File: src/rtl/spi_transfer_sequencer.sv
// spi_transfer_sequencer: queues host SPI commands, runs one controller transfer at a time, returns read word.
// Optional macro SPI_SEQ_TIMEOUT_EN adds a WAIT-state watchdog of TIMEOUT_CYCLES.
module spi_transfer_sequencer #(
    parameter int unsigned GAP_CYCLES     = 16,
    parameter int unsigned TIMEOUT_CYCLES = 4096
) (
    input  logic        clk_i,
    input  logic        rst_i,
    input  logic        cmd_valid_i,
    output logic        cmd_ready_o,
    input  logic [31:0] cmd_data_i,
    input  logic [2:0]  cmd_bytes_i,
    output logic        rsp_valid_o,
    input  logic        rsp_ready_i,
    output logic [31:0] rsp_data_o,
    output logic        rsp_err_o,
    output logic        ctrl_enable_o,
    output logic [31:0] ctrl_write_data_o,
    output logic [2:0]  ctrl_bytes_valid_o,
    input  logic [31:0] ctrl_read_data_i,
    input  logic [2:0]  ctrl_read_bytes_i
);
    localparam logic [2:0] S_IDLE  = 3'd0;
    localparam logic [2:0] S_START = 3'd1;
    localparam logic [2:0] S_WAIT  = 3'd2;
    localparam logic [2:0] S_GAP   = 3'd3;
    localparam logic [2:0] S_RESP  = 3'd4;
    localparam int GW = $clog2(GAP_CYCLES + 1);

    logic [2:0]    state_q, state_d;
    logic [34:0]   fifo_q [2];
    logic          wr_ptr_q, rd_ptr_q;
    logic [1:0]    cnt_q;
    logic [31:0]   wdata_q, wdata_d;
    logic [2:0]    bytes_q, bytes_d;
    logic [31:0]   rd_data_q;
    logic [2:0]    rd_cnt_q;
    logic          match_q;
    logic [31:0]   rsp_data_q, rsp_data_d;
    logic          rsp_err_q, rsp_err_d;
    logic [GW-1:0] gap_q, gap_d;
    logic          push, pop, hit, done;
    logic [34:0]   head;

    assign head        = fifo_q[rd_ptr_q];
    assign pop         = state_q == S_IDLE && cnt_q != 2'd0;
    assign cmd_ready_o = !rst_i && (cnt_q != 2'd2 || pop);
    assign push        = cmd_valid_i && cmd_ready_o;
    // Completion needs the matching count on two consecutive WAIT samples.
    assign hit         = state_q == S_WAIT && rd_cnt_q == bytes_q;
    assign done        = hit && match_q;

    assign ctrl_enable_o      = state_q == S_START || state_q == S_WAIT;
    assign ctrl_write_data_o  = wdata_q;
    assign ctrl_bytes_valid_o = bytes_q;
    assign rsp_valid_o        = state_q == S_RESP;
    assign rsp_data_o         = rsp_data_q;
    assign rsp_err_o          = rsp_err_q;

    always_ff @(posedge clk_i) begin
        if (push) fifo_q[wr_ptr_q] <= {cmd_bytes_i, cmd_data_i};
    end

    always_ff @(posedge clk_i or posedge rst_i) begin
        if (rst_i) begin
            wr_ptr_q <= 1'b0;
            rd_ptr_q <= 1'b0;
            cnt_q    <= 2'd0;
        end else begin
            if (push) wr_ptr_q <= !wr_ptr_q;
            if (pop) rd_ptr_q <= !rd_ptr_q;
            cnt_q <= cnt_q + {1'b0, push} - {1'b0, pop};
        end
    end

`ifdef SPI_SEQ_TIMEOUT_EN
    localparam int TW = $clog2(TIMEOUT_CYCLES + 1);
    logic [TW-1:0] to_q, to_d;
    always_ff @(posedge clk_i or posedge rst_i) begin
        if (rst_i) to_q <= '0;
        else to_q <= to_d;
    end
`endif

    always_comb begin
        state_d    = state_q;
        wdata_d    = wdata_q;
        bytes_d    = bytes_q;
        rsp_data_d = rsp_data_q;
        rsp_err_d  = rsp_err_q;
        gap_d      = gap_q;
`ifdef SPI_SEQ_TIMEOUT_EN
        to_d       = to_q;
`endif
        case (state_q)
            S_IDLE: if (pop) begin
                if (head[34:32] inside {[3'd1:3'd4]}) begin
                    wdata_d = head[31:0];
                    bytes_d = head[34:32];
                    state_d = S_START;
                end else begin
                    rsp_data_d = 32'd0;
                    rsp_err_d  = 1'b1;
                    state_d    = S_RESP;
                end
            end
            S_START: begin
                state_d = S_WAIT;
`ifdef SPI_SEQ_TIMEOUT_EN
                to_d    = '0;
`endif
            end
            S_WAIT: if (done) begin
                rsp_data_d = rd_data_q;
                rsp_err_d  = 1'b0;
                gap_d      = '0;
                state_d    = S_GAP;
            end
`ifdef SPI_SEQ_TIMEOUT_EN
            else if (to_q == TW'(TIMEOUT_CYCLES - 1)) begin
                rsp_data_d = 32'd0;
                rsp_err_d  = 1'b1;
                gap_d      = '0;
                state_d    = S_GAP;
            end else to_d = to_q + 1'b1;
`endif
            S_GAP: if (gap_q == GW'(GAP_CYCLES - 1)) state_d = S_RESP;
                   else gap_d = gap_q + 1'b1;
            S_RESP: if (rsp_ready_i) state_d = S_IDLE;
            default: state_d = S_IDLE;
        endcase
    end

    always_ff @(posedge clk_i or posedge rst_i) begin
        if (rst_i) begin
            state_q    <= S_IDLE;
            wdata_q    <= 32'd0;
            bytes_q    <= 3'd0;
            rsp_data_q <= 32'd0;
            rsp_err_q  <= 1'b0;
            gap_q      <= '0;
            rd_data_q  <= 32'd0;
            rd_cnt_q   <= 3'd0;
            match_q    <= 1'b0;
        end else begin
            state_q    <= state_d;
            wdata_q    <= wdata_d;
            bytes_q    <= bytes_d;
            rsp_data_q <= rsp_data_d;
            rsp_err_q  <= rsp_err_d;
            gap_q      <= gap_d;
            rd_data_q  <= ctrl_read_data_i;
            rd_cnt_q   <= ctrl_read_bytes_i;
            match_q    <= hit;
        end
    end
endmodule

File: config.mk
export PLATFORM = sky130hd
export DESIGN_NAME = spi_transfer_sequencer
export DESIGN_NICKNAME = d
export VERILOG_FILES = /design/src/rtl/spi_transfer_sequencer.sv
export SDC_FILE = /design/constraint.sdc
export NUM_CORES = 1
export LEC_CHECK = 0
export ABC_AREA = 1
export CORE_ASPECT_RATIO = 1.25
export CORE_UTILIZATION = 51
export DETAILED_ROUTE_END_ITERATION = 10
export HOLD_SLACK_MARGIN = 0.06
export PLACE_DENSITY = 0.84
export SKIP_CTS_REPAIR_TIMING = 1
export SLEW_MARGIN = 0
export SYNTH_ARGS = -nofsm -noshare
export SYNTH_HDL_FRONTEND = slang
export SYNTH_SLANG_ARGS = --single-unit
File: constraint.sdc
create_clock -name clk_i -period 4.65 [get_ports clk_i]
set_input_delay 0.465 -clock clk_i [delete_from_list [all_inputs] [get_ports clk_i]]
set_output_delay 0.465 -clock clk_i [all_outputs]
set_load 0.05 [all_outputs]
==> impl_metrics.json <==
{
  "die-area_um2": 14100,
  "coreArea_um2": 13300,
  "arrival_ns": 3.68,
  "synth_compound_area_frac": 0.0569,
  "netlist_top_cells_area": "dfrtp_1, edfxtp_1, nand2_1, o21ai_0, o21ai_1",
  "viasPerCell": 5.01,
  "drtIter0Drc": 269,
  "yosysTopAreaCell": "dfrtp_1",
  "synth_cell_types": 28,
  "rsz0062_at_grt": "no",
  "synth_adder_area_share": 0.00720,
  "top_level_ports": 145,
  "netlist_instances": 627,
  "worstMarginPinSlew_ns": 1.31,
  "setup_violations": 0,
  "die_h_um": 133,
  "grt_pass1_wl_um": 23700,
  "fmax_mhz": 300,
  "synthXorXnorAreaFrac": 0.00630,
  "swShare": 0.394,
  "nNetsFinal": 844,
  "io_buffers": 144,
  "cts_buffer_depth": 2,
  "mostFrequentLayoutCells": "nand2_1, clkdlybuf4s50_1, dfrtp_1",
  "synth.mux.area_fraction": 0,
  "required_ns": 5.00,
  "ys_async_sr_fraction": 0.624,
  "synthSimpleGateAreaFrac": 0.172,
  "synth-seq-cells": 186,
  "drt_wl_total_um": 14500,
  "p_int_mw": 3.45,
  "areaGrowthSynthToFinish_pct": 31.1,
  "ys_seq_area_frac": 0.720,
  "cpPeakStageDelay_ns": 1.21,
  "yosysTopAreaCellShare": 0.418,
  "fin_crit_sh": 0.718,
  "synth_warnings": 0,
  "antenna_left": 0,
  "status": "complete, no violations",
  "power_density_nw_per_um2": 625,
  "max_cap_viol_count": 0,
  "skew_ns": 0.0117,
  "cp_slowest_cell": "dfrtp_1",
  "hold_path.class": "register to register",
  "power_switching_mw": 2.24,
  "grt_pass1_vias": 5076,
  "ctsRootBufferMaster": "clkbuf_16",
  "p_leak_nw": 4.12,
  "drive_above_1_share": 0.0668,
  "setup.worst_path.class": "register to register",
  "cts_sinks": 186,
  "period_needed_ns": 3.34,
  "initial_core_util": 0.523,
  "first_pass_iters": 7,
  "hold_viol": 0,
  "synth_top_family_by_area": "simple AND/OR/NAND/NOR gates",
  "path_cells": "inv_6, nand2_1, nand2_1, nand3_2, nand3_4, nor2_4, nand3_1, o21ai_0",
  "mappedNetlistArea_um2": 6950,
  "grt_max_degree": 87,
  "rows": 47,
  "tns_ns": 0,
  "cts_tree": "yes",
  "drc": 0,
  "post_drt_wl_per_cell_um": 15.2,
  "crit_top_cell": "nand2_1",
  "htree_levels": 4,
  "num_antenna_cells": 0,
  "layout_commonest_cell": "nand2_1",
  "cts_made_buffers": 17,
  "combPwrFrac": 0.348,
  "power.clock.fraction": 0.260,
  "overflow": 0,
  "num_vias": 4758,
  "ir_drop_mv": 0.392,
  "seq_power_share": 0.392,
  "ys_dominant_reg_cell": "dfrtp_1",
  "synth-edff-count": 70,
  "slew_headroom": 0.125,
  "hpwl_um": 9530,
  "slew_viol_final": 0,
  "grt_usage": 0.219,
  "routabilityCongestion": 0.766,
  "critPathLaunchType": "register",
  "clock_latency_ns": 0.43,
  "syn_avg_cell_area_um2": 11.1,
  "crit_path_max_fanout": 38,
  "synth_fp_nets": 705,
  "die_x_um": 106,
  "endpoint_kind": "register",
  "antenna_found_initial": 0,
  "p_total_mw": 5.70,
  "cts.clk_slew.worst_paths_ns": 0.07
}
## cells in the mapped netlist (3+ instances only)
cell type and instances:
nand3_1 7, inv_1 28, xor2_1 3, ha_1 4
buf_2 7, clkbuf_1 13, buf_6 4, nand2_2 6
edfxtp_1 70, o21ai_1 34, nand2_1 264, o21ai_0 39
nor2_1 11, dfrtp_1 116
## layer usage
metal / up-vias / global-route usage / part of all wire
li1: 2301 / - / -
met1: 2268 / 0.256 / 0.40
met2: 159 / 0.388 / 0.53
met3: 30 / 0.0527 / 0.050
met4: 0 / 0.0841 / 0.020
met5: - / 0 / 0
## power by group through the flow
stage	clock [mW]	combinational, mW	sequential [mW]
after floorplan	0	0.857	2.74
after global placement	0	1.91	2.25
after detailed placement	0	1.97	2.26
after CTS	1.50	2.00	2.23
after global routing	1.58	2.14	2.26
final	1.48	1.98	2.23
## logic make-up (layout without fill, tap and decap cells)
kind of cell,Yosys count,count (layout)
AOI/OAI and AO/OA,78,78
DFF,186,186
adders and majority gates,4,4
buffers and inverters,56,208
xor gates and xnor gates,5,5
and+or+nand+nor,298,298
## metrics by stage
step	hold slack, ns	util	cell area (um^2)	instances	setup WS, ns
floorplan	0.425	-	6950	627	0.925
global placement	0.430	0.639	8490	918	1.55
detailed placement	0.435	0.639	8490	918	1.38
CTS	0.450	0.685	9110	950	1.30
global route	0.456	0.685	9110	950	1.00
finish	0.447	0.685	9110	950	1.31
## area by class of cell
type                    count  area (um^2)
clock buffers              18          429
clock inverters            14          185
fillers                   952         4180
inverters                  30          120
multi-input cells         385         1700
flip-flops and latches    186         5000
well taps                 171          214
repair buffers            146         1460
## worst max-delay path: cells and delay by family (launching register included)
family                 cells  cell delay, ns
AOI/OAI and AO/OA          1            0.12
and+or+nand+nor            6            1.60
buffers and inverters      1            0.29
DFF                        1            1.21
## state kept, by name, summed over array words and instances, names as in the netlist
signal              flops
fifo_q                 70
ctrl_write_data_o      32
rd_ptr_q                1
rd_cnt_q                3
state_q                 3
ctrl_bytes_valid_o      3
gap_q                   5
match_q                 1
wr_ptr_q                1
rsp_data_o             32
cnt_q                   2
rsp_err_o               1
rd_data_q              32
## final timing paths
path,from,cells after the start,endpoint,slack (ns)
worst max-delay path,rd_ptr_q,8,ctrl_bytes_valid_o[1],1.31
worst min-delay path,rd_data_q[27],2,rsp_data_o[27],0.45
worst max register to register,rd_ptr_q,8,ctrl_bytes_valid_o[1],1.31
worst min register to register,rd_data_q[27],2,rsp_data_o[27],0.45
max in group asynchronous,rst_i,3,rd_data_q[14],2.97
min in group asynchronous,rst_i,2,ctrl_write_data_o[29],0.69
(Power assumes the default switching activity.)
